--- config.mk ---
export PLATFORM = sky130hd
export DESIGN_NAME = bit_array_writer
export DESIGN_NICKNAME = d
export VERILOG_FILES = /design/src/rtl/kgp_bitarr_pkg.sv /design/src/rtl/bit_array_writer_msb_index_finder.sv /design/src/rtl/bit_array_writer.sv
export SDC_FILE = /design/constraint.sdc
export NUM_CORES = 1
export LEC_CHECK = 0
export BUFFER_PORTS_ARGS = -buffer_cell sky130_fd_sc_hd__buf_4
export CAP_MARGIN = 20
export CORE_MARGIN = 2
export CORE_UTILIZATION = 45
export DETAILED_ROUTE_END_ITERATION = 12
export PLACE_DENSITY_LB_ADDON = 0.2
export SETUP_SLACK_MARGIN = 0.15
export SYNTH_ARGS = -nofsm -noshare
export SYNTH_HDL_FRONTEND = slang
export SYNTH_SLANG_ARGS = --single-unit
--- constraint.sdc ---
create_clock -name clk -period 2 [get_ports clk]
set_clock_uncertainty 0.15 [all_clocks]
set_input_delay 0.6 -clock clk [delete_from_list [all_inputs] [get_ports clk]]
set_output_delay 0.6 -clock clk [all_outputs]
set_load 0.05 [all_outputs]
--- src/rtl/kgp_bitarr_pkg.sv ---
// Shared types and helpers for the bit-array memory-image writer.
package kgp_bitarr_pkg;
    typedef enum logic [1:0] {IDLE, WR_N, WR_BIT, FIN} state_t;

    localparam int WORD_BYTES = 4;

    function automatic int clog2(input int v);
        int r;
        r = 0;
        while ((1 << r) < v) r = r + 1;
        return r;
    endfunction
endpackage

--- src/rtl/bit_array_writer_msb_index_finder.sv ---
// Priority encoder: position of the most significant 1 plus 1; returns 1 for an all-zero input.
module msb_index_finder
    import kgp_bitarr_pkg::*;
#(
    parameter int DATA_W = 32,
    parameter int CW     = clog2(DATA_W) + 1
) (
    input  logic [DATA_W-1:0] value,
    output logic [CW-1:0]     n
);
    always_comb begin
        n = CW'(1);
        for (int i = 0; i < DATA_W; i++) begin
            if (value[i]) n = CW'(i + 1);
        end
    end
endmodule

--- src/rtl/bit_array_writer.sv ---
// Writes n then the binary digits of value (MSB first), one per word, starting at base_addr.
// Define BIT_ARRAY_LZ_SUPPRESS_EN to drop leading zeros; otherwise n = DATA_W.
module bit_array_writer
    import kgp_bitarr_pkg::*;
#(
    parameter int DATA_W = 32,
    parameter int ADDR_W = 32
) (
    input  logic              clk,
    input  logic              rst,
    input  logic              start,
    input  logic [DATA_W-1:0] value,
    input  logic [ADDR_W-1:0] base_addr,
    output logic              busy,
    output logic              done,
    output logic              mem_wr_en,
    output logic [ADDR_W-1:0] mem_addr,
    output logic [31:0]       mem_wdata,
    input  logic              mem_ready
);
    localparam int CW = clog2(DATA_W) + 1;

    state_t            state, state_nx;
    logic [DATA_W-1:0] sr;
    logic [ADDR_W-1:0] addr_q;
    logic [CW-1:0]     n_q, cnt_q, n_calc;
    logic              accept;

`ifdef BIT_ARRAY_LZ_SUPPRESS_EN
    msb_index_finder #(.DATA_W(DATA_W), .CW(CW)) u_msb (
        .value (value),
        .n     (n_calc)
    );
`else
    assign n_calc = CW'(DATA_W);
`endif

    // Outputs decode from state only, so mem_ready never reaches mem_wr_en combinationally.
    always_comb begin
        mem_wr_en = (state == WR_N) || (state == WR_BIT);
        busy      = mem_wr_en;
        done      = (state == FIN);
        mem_addr  = mem_wr_en ? addr_q : '0;
        mem_wdata = '0;
        case (state)
            WR_N:    mem_wdata = 32'(n_q);
            WR_BIT:  mem_wdata = {31'b0, sr[DATA_W-1]};
            default: mem_wdata = '0;
        endcase
    end

    assign accept = mem_wr_en && mem_ready;

    always_comb begin
        state_nx = state;
        case (state)
            IDLE:    if (start) state_nx = WR_N;
            WR_N:    if (mem_ready) state_nx = WR_BIT;
            WR_BIT:  if (mem_ready && cnt_q == CW'(1)) state_nx = FIN;
            FIN:     state_nx = IDLE;
            default: state_nx = IDLE;
        endcase
    end

    always_ff @(posedge clk) begin
        if (rst) begin
            state  <= IDLE;
            sr     <= '0;
            addr_q <= '0;
            n_q    <= '0;
            cnt_q  <= '0;
        end else begin
            state <= state_nx;
            if (state == IDLE && start) begin
                addr_q <= base_addr;
                n_q    <= n_calc;
                cnt_q  <= n_calc;
                // Align digit n-1 to the top so every write takes the MSB.
                sr     <= value << (CW'(DATA_W) - n_calc);
            end else if (accept) begin
                addr_q <= addr_q + ADDR_W'(WORD_BYTES);
                if (state == WR_BIT) begin
                    sr    <= {sr[DATA_W-2:0], 1'b0};
                    cnt_q <= cnt_q - CW'(1);
                end
            end
        end
    end
endmodule

Word level (Yosys, flattened, before mapping)
Index checks and enable logic that the tools add are counted.
Cells by class
  add/subtract/negate cells: 2
  equal/unequal tests: 7
  muxes and demuxes: 14
  reductions and logical operators: 11
Operators by type and width (number)
  $mux 32: 6
  $add 32x3->32 const B: 1
  $mux 6: 3
  $pmux 6 s2: 1
  $pmux 2 s4: 1
  $eq 6x1->1 const B: 1
  $mux 2: 3
  $ne 2x2->1 const B: 3
  $sub 6x1->6 const B: 1
  $eq 2x2->1 const B: 2
  $reduce_and 2->1: 2
  $reduce_bool 2->1: 2
  $logic_and 1x1->1: 3
  $reduce_and 3->1: 1
  $eq 2x1->1 const B: 1
  $logic_not 2->1: 1
  $reduce_or 2->1: 1
  $logic_or 1x1->1: 1
Word-level totals
  bits in registers: 73
  bits of input ports: 68
  logic and storage cells: 40

Longest topological paths before layout
Gate-level depths: netlist of the first run.
  depth after elaboration: 5
  mapped depth: 9
  gate-level depth less buffers: 7

Least setup slack after synthesis of the first run
No wires, ideal clock.
  path kind: register to output
  start: register state[1]
  end: output port mem_addr[0]
  arrival time: 2018 ps
  required time: 1250 ps
  setup slack: -768 ps
  cell stages (with the launch flop): 6
  path buffers: 2
  path through: dfxtp_1 -> inv_1 -> ha_1 -> clkbuf_1 -> clkbuf_1 -> and2_1
Between the ends
  word-level cells in the longest chain between the ends: 3
  elaborated cells between the ends (all ways): 4
  those cells by class: eq/ne (2); mux (1); reduce/logical (1)
RTL lines
  from (decl): line bit_array_writer.sv:23  | state_t state, state_nx;
  from (signal assigned): line bit_array_writer.sv:73  | state <= state_nx;
  $eq 2x1->1 or $eq 2x2->1 (tied branches): line bit_array_writer.sv:40  | mem_wr_en = (state == WR_N) || (state == WR_BIT);
  $logic_or 1x1->1 (*): line bit_array_writer.sv:40
  net busy: line bit_array_writer.sv:14  | output logic busy,
  $mux 32 (*): line bit_array_writer.sv:43  | mem_addr = mem_wr_en ? addr_q : '0;
  to (decl): line bit_array_writer.sv:17  | output logic [ADDR_W-1:0] mem_addr,
Mark *: on every way through the listed nets, which the timed path passes. The rest lies on a longest branch.

Final worst setup path of the first run
  start: register state[0]
  end: output port mem_addr[31]
Between the ends
  word-level cells in the longest chain between the ends: 3
  elaborated cells between the ends (all ways): 4
  those cells by class: eq/ne (2); mux (1); reduce/logical (1)
RTL lines (line)
  $eq 2x1->1 or $eq 2x2->1 (tied branches): bit_array_writer.sv:40
  $logic_or 1x1->1 (*): bit_array_writer.sv:40
  $mux 32 (*): bit_array_writer.sv:43
Mark *: on every way between the ends. The rest lies on a longest branch, timed or not.

==> results.md, run 1 <==
- Root buffer cell: clkbuf_8
- Total number of vias: between 3,000 and 4,000
- Clock sinks: 73
- Unrepaired setup endpoints after global routing: true
- Largest net degree at the start of global routing: 38
- WP buf/inv: 3
- Power Dens Cells: 1501 nW/um2
- Final nets: between 700 and 800
- Routability cong.: 0.7853
- Yosys cell types: 35
- Synthesized area per cell: between 7 and 8 um2
- Status: finished, violations left
- Max Freq: 439.8 MHz
- Crit-path slowest cell: dfxtp_2
- CTS buffer count: 9
- CP Launch Type: register
- Leak: about 2.7 nW
- Area growth from synthesis to layout: 59.80%
- First-pass GRT wire length: approximately 18 mm
- Max FO, Critical Path: 19
- Period utilization: 113.7%
- Worst path top cell family by delay: buffers and inverters
- Number of global-route vias before repair: 3,937
- CTS clock-pin slew for the worst setup and hold paths: 0.08 ns
- Post-route ant nets: 0
- Clock latency on the worst-skew pair: ~0.35 ns
- Worst Setup End Kind: primary output
- Wirelength, routed: 11.29 mm
- Ys flop type: dfxtp_1
- Layout cells sized above 1: 44.76%
- Die Wd: roughly 100 um
- Failing checks: negative setup slack
- Hold-fix buffers, CTS: 0
- CP max stage delay: 0.34 ns
- Final-report max-slew violation count: 0
- Remaining Overflow, GRT: 0
- EDFF count, synth: 0
- IO Pins: around 140
- DP Worst Slack: -0.08208 ns
- Core region area: approximately 8700 um2
- Max-cap violation count: 0
- Worst-case clock buffer depth: 2
- Gr usage total: about 23%
- Final Hold Fails: 0
- Core Util, Final: roughly three quarters
- N_diodes: 0
- Seq/Total Area, Yosys: a little over a third
- 1st-pass router iterations: 4
- Post-synth ARST share: 0%
- HP Class: register to register
- DP Area: 5119 um2
- Peak VDD IR: 0.0006491 V
- CP arrival: 1.52 ns
- Cell area after layout: ~6400 um2
- Die H: just under 100 um
- Final setup vio count: 65
- Port Buffers: about 100
- #FFs+latches synth: 73
- H-tree lvl count: 3
- Fin Hold WS: roughly 0.32 ns
- Die area: about 9700 um2
- Total negative slack: -10.24 ns
- TritonCTS clock tree: built
- Via density: about 5.2
- Routed len/inst: between 10 and 15 um
- Starting Density: between 40% and 50%
- HPWL Detailed: 7.116 mm
- Yosys warns: 0
- Cell Area, Synth: 4030 um2
- Tmin final: 2.274 ns
- Number of cells produced by synthesis: 513
- Required time worst endpoint: about 1.3 ns
- Initial antenna violation count: 0
- Row Count: 34
- Worst-path cell chain: inv_2 -> ha_4 -> buf_12 -> and2_2 -> buf_6
- Final setup margin: -0.2740 ns
- Critical path type: register to primary output
- Drc violations: 0
- First DRT Iteration DRCs: 102
-- metrics by stage --
stage                     total power [mW]  std cells
final                                9.667        767
after global routing                 10.20        767
after CTS                            9.156        756
after detailed placement             6.482        719
after global placement               6.393        719
after floorplan                      5.385        542
-- placed cells by master, fill, tap and decap left out, types with 5 or more instances in the layout --
master | synthesis | layout
a211oi_1 | 27 | 20
a211oi_2 | 1 | 8
a21oi_1 | 6 | 5
a311oi_1 | 34 | 6
a311oi_2 | 0 | 28
and2_4 | 0 | 33
buf_12 | 0 | 11
buf_4 | 32 | 96
buf_6 | 1 | 20
buf_8 | 0 | 37
clkbuf_8 | 0 | 9
conb_1 | 1 | 30
dfxtp_1 | 73 | 66
dfxtp_2 | 0 | 7
inv_1 | 9 | 7
nand2_1 | 84 | 80
nand3_1 | 14 | 12
nand4_1 | 13 | 13
nor2_1 | 77 | 65
nor2_2 | 0 | 8
xnor2_1 | 8 | 8
xor2_1 | 23 | 23
-- worst reg2reg max path, stage by stage (launching register included) --
cell and delay [ns]:
dfxtp_2 0.34, inv_2 0.05, buf_4 0.13, buf_6 0.11, ha_4 0.16, buf_6 0.12
and2_4 0.14, nand2_4 0.08, nand2_8 0.06, buf_6 0.12, buf_8 0.11, buf_6 0.13
buf_6 0.11, a311oi_2 0.22
-- cells by family after synthesis --
group | after synthesis | share of synthesized area (%)
adders and majority gates | 7 | 2.173
other | 1 | 0.09305
AOI/OAI and AO/OA | 73 | 14.31
and+or+nand+nor | 251 | 29.84
xor gates and xnor gates | 31 | 6.737
muxes | 1 | 0.2484
buffers and inverters | 76 | 10.34
DFF | 73 | 36.26
-- final timing paths --
check                start            to  slack (ns)  cells past startpoint
setup / recovery  state[0]  mem_addr[31]       -0.27                      5
hold / removal      n_q[5]        n_q[5]        0.32                      2
setup reg to reg  state[0]        sr[29]       -0.13                     13
hold reg to reg     n_q[5]        n_q[5]        0.32                      2
-- layer usage --
metal | track usage (%) | vias to the layer above | part of all wire (%) | wire length (um)
met5 | 0 | - | 0 | 0
met4 | 7.692 | 0 | 1.2 | 137
met3 | 4.326 | 12 | 4.8 | 538
met2 | 40.19 | 101 | 53 | 5934
met1 | 27.77 | 1893 | 41 | 4675
li1 | - | 1988 | - | -
-- flip-flops by register name, indices dropped and copies added (netlist names) --
signal and cells:
sr 32, state 2, cnt_q 6, n_q 1
addr_q 32
-- cells in the mapped netlist, types with 6 or more instances --
cell | instances | area share (%)
a211oi_1 | 27 | 5.0
a21oi_1 | 6 | 0.75
a311oi_1 | 34 | 7.4
and2_1 | 36 | 5.6
buf_4 | 32 | 6.0
clkbuf_1 | 31 | 2.9
dfxtp_1 | 73 | 36
ha_1 | 7 | 2.2
inv_1 | 9 | 0.84
nand2_1 | 84 | 7.8
nand3_1 | 14 | 1.7
nand4_1 | 13 | 2.0
nor2_1 | 77 | 7.2
nor3_1 | 6 | 0.75
xnor2_1 | 8 | 1.7
xor2_1 | 23 | 5.0
-- timing repair --
item	4_1_cts	5_1_grt
setup endpoints to repair	71	96
pin swaps	36	32
cloned	4	1
setup buffers	18	10
gates resized for setup	131	54
-- where the power goes --
group	internal [mW]	switching (mW)	leakage [nW]
clock	0.692	0.581	0.109
sequential	1.95	0.390	0.605
combinational	2.92	3.13	1.95
total	5.56	4.10	2.67
-- cell type report --
type / count / area [um2]
Tap cell: 108 / 135.1
Sequential cell: 73 / 1470
Clock inverter: 6 / 83.83
Multi-Input combinational cell: 393 / 2736
Timing Repair Buffer: 169 / 1857
Fill cell: 628 / 2281
Inverter: 9 / 33.78
Clock buffer: 9 / 123.9
No activity file was read; power rests on OpenSTA's default activity.
==> run 2, diff against run 1 <==
Settings changed: CORE_ASPECT_RATIO set to 2, PLACE_DENSITY_LB_ADDON 0.2 to 0.12.
==> run 2 against run 1 <==
Effect of this change: the flow still finishes with violations (negative setup slack); via count up 1.0%; flip-flop and latch count unchanged; count of clock-buffer cells in the layout up 1; die area up 0.47%; routed wire length up 4.2%; non-clock buffer count down 6; cell count down 1.7%; sequential power down 2%; total power up 1.8%.
==> results.md, run 2 (synthesis gave the netlist of run 1 again) <==
- Placed cell count: 714 (-0.70%)
- Required time worst endpoint: 1.25 ns (about the same)
- Via density: 5.350 (+2.7%)
- HPWL Detailed: 7.645 mm (+7.4%)
- Sequential power share: 23.4% (-0.8 points)
- Layout cells sized above 1: 41.13% (-3.6 points)
- Unrepaired setup endpoints after global routing: true
- Worst-path cell chain: inv_2 -> ha_4 -> buf_12 -> clkbuf_16 -> and2_4 -> buf_8
- First DRT Iteration DRCs: 175 (+72%)
- Max FO, Critical Path: 6 (-13)
- Internal: 5.765 mW (+3.6%)
- Period utilization: 116.3% (+2.6 points)
- Tmin final: 2.326 ns (+0.05161 ns)
- Worst Setup End Kind: primary output
- Number of global-route vias before repair: 3,940 (+0.076%)
- Clock sinks: 73 (unchanged)
- H-tree lvl count: 3 (unchanged)
- IO Pins: 135 (unchanged)
- Worst-case clock buffer depth: 2 (unchanged)
- Total negative slack: -11.21 ns (-0.9606 ns)
- Max Freq: 430.0 MHz (-2.2%)
- Commonest non-fill, non-tap cell in the layout: buf_4
- Power Dens Cells: 1560 nW/um2 (+3.9%)
- Max-cap violation count: 0 (unchanged)
- Final nets: 724 (-0.82%)
- Status: finished, violations left
- Row Count: 48 (+41%)
- Initial antenna violation count: 0 (unchanged)
- Drc violations: 0 (unchanged)
- CTS buffer count: 9 (unchanged)
- Hold-fix buffers, CTS: 0 (unchanged)
- Die Wd: 70.92 um (-28%)
- Wirelength, routed: 11.77 mm (+4.2%)
- First-pass GRT wire length: 18.42 mm (+0.45%)
- Post-route ant nets: 0 (unchanged)
- Final setup margin: -0.3256 ns (-0.05161 ns)
- Final setup vio count: 51 (-22%)
- Filler-free cell count of the finished design: 754 (-1.7%)
- Critical path type: register to primary output
- CP arrival: 1.58 ns (+0.06 ns)
- Peak VDD IR: 0.001252 V (+93%)
- HP Class: register to register
- Starting Density: 46.60% (+0.39 points)
- Die area: 9775 um2 (+0.47%)
- CP max stage delay: 0.33 ns (about the same)
- Largest net degree at the start of global routing: 38 (unchanged)
- Final Hold Fails: 0 (unchanged)
- Leak: 2.640 nW (-1.0%)
- TritonCTS clock tree: built
- Routed len/inst: 15.60 um (+6.0%)
- Failing checks: negative setup slack
- Die H: 137.8 um (+40%)
- N_diodes: 0 (unchanged)
- Most frequent cells in the layout: buf_4 (104), nand2_1 (80), nor2_1 (73), dfxtp_1 (70), buf_8 (36)
- 1st-pass router iterations: 4 (unchanged)
- CP Launch Type: register
- Largest registers: addr_q x32, sr x32, cnt_q x6
- Remaining Overflow, GRT: 0 (unchanged)
- Final-report max-slew violation count: 0 (unchanged)
- Root buffer cell: clkbuf_16
- Clock latency on the worst-skew pair: 0.34 ns (about the same)
- Total number of vias: 4,034 (+1.0%)
- Port Buffers: 104 (unchanged)
- Core region area: 8648 um2 (-0.83%)
- CTS clock-pin slew for the worst setup and hold paths: 0.05 ns (-0.03 ns)
- Area growth from synthesis to layout: 56.54%
- Gr usage total: 23.70% (+0.96 points)
- Crit-path slowest cell: dfxtp_2
- Sw Share: 41.42% (-1.0 points)
- Routability cong.: 0.8287 (+5.5%)
- Clk pwr share: 16.1% (+2.9 points)
- Switching pwr: 4.077 mW (-0.64%)
- Combinational group share of total power: 60.6% (-2.0 points)
-- run 2: cell types whose count changed in the layout (fill, tap and decap cells not counted), moves of 2 or more --
cell	previous run	this run
nand2_2	1	3
nor2_4	4	0
a211oi_2	8	3
nor2_2	8	4
nor2_1	65	73
clkbuf_8	9	0
dfxtp_1	66	70
dfxtp_2	7	3
clkbuf_16	1	10
buf_6	20	7
buf_4	96	104
a211oi_1	20	25
-- run 2: power groups by stage --
stage / registers [mW] / clock network [mW] / logic, mW
after CTS: 2.28 / 1.59 / 5.51
after global placement: 2.29 / 0 / 4.05
final: 2.30 / 1.58 / 5.96
after detailed placement: 2.31 / 0 / 4.12
after global routing: 2.36 / 1.66 / 6.35
after floorplan: 2.27 / 0 / 3.12
-- run 2: final timing paths --
path	slack, ns	to	cells after the start	startpoint
setup / recovery	-0.33	mem_addr[25]	6	state[0]
hold / removal	0.30	addr_q[0]	2	addr_q[0]
setup reg to reg	-0.10	addr_q[21]	9	state[0]
hold reg to reg	0.30	addr_q[0]	2	addr_q[0]
-- run 2: metrics by stage --
step	worst slack, ns	hold WS (ns)	total power, mW	instance area, um2	utilization (%)
floorplan	-0.08569	0.2813	5.385	4290	-
global placement	0.01411	0.2896	6.344	5114	59.13
detailed placement	-0.03418	0.2977	6.431	5114	59.13
CTS	-0.3205	0.3048	9.383	6046	69.91
global route	-0.3670	0.3429	10.37	6309	72.95
finish	-0.3256	0.3043	9.842	6309	72.95
-- run 2: what timing repair did --
action | CTS | global route
cloned | 5 | 1
endpoints found under the setup margin | 65 | 98
setup buffers | 11 | 7
resized for setup | 97 | 38
pin swaps | 11 | 29
-- run 2: layer usage --
metal / GRT usage (%) / up-vias / wire length [um]
met5: 0 / - / 0
met3: 5.925 / 24 / 570
met4: 9.434 / 0 / 289
li1: - / 1988 / -
met1: 24.94 / 1910 / 4188
met2: 44.18 / 112 / 6717
-- run 2: critical path: cells and delay by family (launching register included) --
kind,cells,cell delay [ns]
DFF,1,0.33
and+or+nand+nor,1,0.16
buffers and inverters,4,0.48
adders and majority gates,1,0.27
-- run 2: cell type report --
cell class                 instances  area [um2]
clock inverter                     6       58.81
inverter                           9       33.78
multi-input combinational        393        2629
tap                              100       125.1
sequential                        73        1465
timing repair buffer             163        1768
clock buffer                      10       229.0
fill                             682        2340
==> run 3, diff against run 2 <==
Settings changed: ABC_AREA set to 1.
==> run 3 against run 2 <==
Effect of this change: the run still ends with negative setup slack left; sequential power grew 10%; critical path depth is 1 higher; die area rose by 15%; via count rose by 36%; global-route usage rose by 6.2 points; cell count up 36%; maximum frequency down 2.2%; worst setup slack lost 0.052 ns; non-clock buffer count is 15 higher; register-to-register slack got worse by 0.14 ns; flip-flop and latch count unchanged; critical endpoint is now mem_addr[31]; largest power group unchanged.
==> results.md, run 3 <==
- Unrepaired setup endpoints after global routing: true
- Status: finished, violations left
- Synthesized area per cell: 6.386 um2 (-19%)
- Met3 usage: 5.279% (-0.65 points)
- Power Dens Cells: 1490 nW/um2 (-4.5%)
- HPWL Detailed: 10.60 mm (+39%)
- First DRT Iteration DRCs: 331 (+89%)
- Die area: 11,270 um2 (+15%)
- CP Launch Type: register
- Clock latency on the worst-skew pair: 0.35 ns (about the same)
- Clk pwr share: 14.4% (-1.7 points)
- Via density: 5.364 (+0.25%)
- CTS clock-pin slew for the worst setup and hold paths: 0.06 ns (about the same)
- Layout cells sized above 1: 43.43% (+2.3 points)
- Synth top area cells: dfxtp_1 (31%), nand2_1 (18%), nor2_1 (6.8%)
- Ys flop type: dfxtp_1
- Core Util, Final: 77.65% (+4.7 points)
- Critical path type: register to primary output
- IO Pins: 135 (unchanged)
- Tmin final: 2.378 ns (+0.05231 ns)
- HP Class: register to register
- Sequential power share: 21.5% (-1.9 points)
- Commonest non-fill, non-tap cell in the layout: nand2_1
- Routed len/inst: 17.00 um (+8.9%)
- Worst-case clock buffer depth: 2 (unchanged)
- Gr usage total: 29.92% (+6.2 points)
- Starting Density: 46.06% (-0.54 points)
- Peak VDD IR: 0.0009094 V (-27%)
- Final Hold Fails: 0 (unchanged)
- Sw Share: 44.96% (+3.5 points)
- Core region area: 10,150 um2 (+17%)
- Largest registers: addr_q x32, sr x32, cnt_q x6
- Max Freq: 420.5 MHz (-2.2%)
- CP arrival: 1.63 ns (+0.05 ns)
- Period utilization: 118.9% (+2.6 points)
- Number of global-route vias before repair: 5,640 (+43%)
- Total number of vias: 5,503 (+36%)
- Remaining Overflow, GRT: 0 (unchanged)
- Worst Max-Slew Pin Slew: between 0.5 and 0.6 ns
- FF/Latch Area: 1464 um2 (about the same)
- CTS buffer count: 9 (unchanged)
- Drc violations: 0 (unchanged)
- Die H: 148.1 um (+7.5%)
- Final-report max-slew violation count: 0 (unchanged)
- Final setup vio count: 97 (+90%)
- Combinational group share of total power: 64.1% (+3.5 points)
- Met1 Track Usage GR: 27.13% (+2.2 points)
- Final setup margin: -0.3779 ns (-0.05231 ns)
- First-pass GRT wire length: 26.75 mm (+45%)
- Max-cap violation count: 0 (unchanged)
- Fillers: 720 (+5.6%)
- GR Util met2: 58.57% (+14 points)
- Post-route ant nets: 0 (unchanged)
- Leak: 3.244 nW (+23%)
- N_diodes: 0 (unchanged)
- Fin Hold WS: 0.3405 ns (+0.03616 ns)
- Post-synth top area cell: dfxtp_1
- Max FO, Critical Path: 5 (-1)
- EDFF count, synth: 0 (unchanged)
- Seq/Total Area, Yosys: 31.26% (-5.0 points)
- TritonCTS clock tree: built
- Most frequent cells in the layout: nand2_1 (183), buf_4 (89), dfxtp_1 (71), nor2_1 (67), inv_1 (47)
- Root buffer cell: clkbuf_16
- Required time worst endpoint: 1.25 ns (about the same)
- Clock sinks: 73 (unchanged)
- H-tree lvl count: 3 (unchanged)
- Worst Setup End Kind: primary output
- #FFs+latches synth: 73 (unchanged)
- Post-synth ARST share: 0% (unchanged)
- Cell Area, Synth: 4674 um2 (+16%)
- Row Count: 52 (+8.3%)
- Area growth from synthesis to layout: 68.60%
- Wirelength, routed: 17.44 mm (+48%)
- Number of cells produced by synthesis: 732 (+43%)
- 1st-pass router iterations: 5 (+1)
- Yosys warns: 0 (unchanged)
- Port Buffers: 104 (unchanged)
- Max transition margin: 61.69%
- Routability cong.: 0.9618 (+16%)
- Internal: 6.463 mW (+12%)
- Switching pwr: 5.280 mW (+30%)
- Yosys cell types: 37 (+5.7%)
- Synth top area share: 31.26% (-5.0 points)
- Failing checks: negative setup slack
- Largest net degree at the start of global routing: 37 (-2.6%)
- Final nets: 961 (+33%)
- Count leader, synth: nand2_1
- Initial antenna violation count: 0 (unchanged)
- Die Wd: 76.07 um (+7.3%)
- Grt peak-use layer: met2
- Area of the multi-input gates: 3317 um2 (+26%)
- Post-synth top cells: nand2_1 (221), nor2_1 (85), inv_1 (83), dfxtp_1 (73), nand3_1 (43)
- Pwr Total: 11.74 mW (+19%)
==> run 3: power groups by stage <==
stage / Clock [mW] / Sequential [mW] / Combinational, mW
final: 1.69 / 2.53 / 7.53
after global routing: 1.76 / 2.58 / 7.92
after global placement: 0 / 2.41 / 3.96
after floorplan: 0 / 2.30 / 3.27
after detailed placement: 0 / 2.42 / 4.05
after CTS: 1.69 / 2.46 / 6.63
==> run 3: stage by stage <==
stage	instance area [um2]	setup WS, ns	setup TNS (ns)	cells
after detailed placement	5788	-0.02097	-0.07051	962
after global placement	5788	0.01094	0	962
final	7881	-0.3779	-21.90	1026
after CTS	7418	-0.3353	-16.24	1015
after global routing	7881	-0.3997	-26.57	1026
after floorplan	5072	-0.06267	-1.828	761
==> run 3: logic make-up after synthesis <==
kind of cell / share of synthesized area, %
other: 0.08022
adder cells (fa/ha/maj): 1.874
AO/OA/AOI/OAI: 15.34
buffers and inverters: 15.77
flip-flops: 31.26
AND/OR/NAND/NOR: 35.31
XOR/XNOR: 0.3748
==> run 3: routing by layer <==
| layer | wire, um | part of all wire (%) |
|---|---|---|
| met1 | 5587 | 32 |
| met3 | 763 | 4.4 |
| met5 | 0 | 0 |
| met2 | 10020 | 57 |
| met4 | 1066 | 6.1 |
==> run 3: final cells by class <==
class                           instances  share of cell area (%)
Multi-Input combinational cell        534                   42.09
Timing Repair Buffer                  178                   26.92
Sequential cell                        73                   18.57
Inverter                               89                   6.223
Clock buffer                            9                   2.858
Tap cell                              135                   2.143
Clock inverter                          7                  0.9843
Timing Repair inverter                  1                  0.2064
==> run 3: worst paths after layout <==
kind	start	end	slack (ns)	depth (start not counted)
min	sr[0]	sr[0]	0.34	2
min reg2reg	sr[0]	sr[0]	0.34	2
max reg2reg	state[1]	addr_q[29]	-0.24	15
max	state[0]	mem_addr[31]	-0.38	7
==> run 3: worst max-delay path, stage by stage, from the launching register on <==
cell	delay (ns)
dfxtp_2	0.33
inv_2	0.05
ha_4	0.27
buf_12	0.15
buf_4	0.14
nand2_4	0.06
clkinvlp_4	0.11
buf_8	0.16
==> run 3: what timing repair did <==
action / 4_1_cts / 5_1_grt
gates cloned: 12 / 1
hold buffers: 0 / 0
endpoints found under the setup margin: 88 / 105
pin swaps: 34 / 36
gates resized for setup: 217 / 81
buffers inserted: 25 / 10
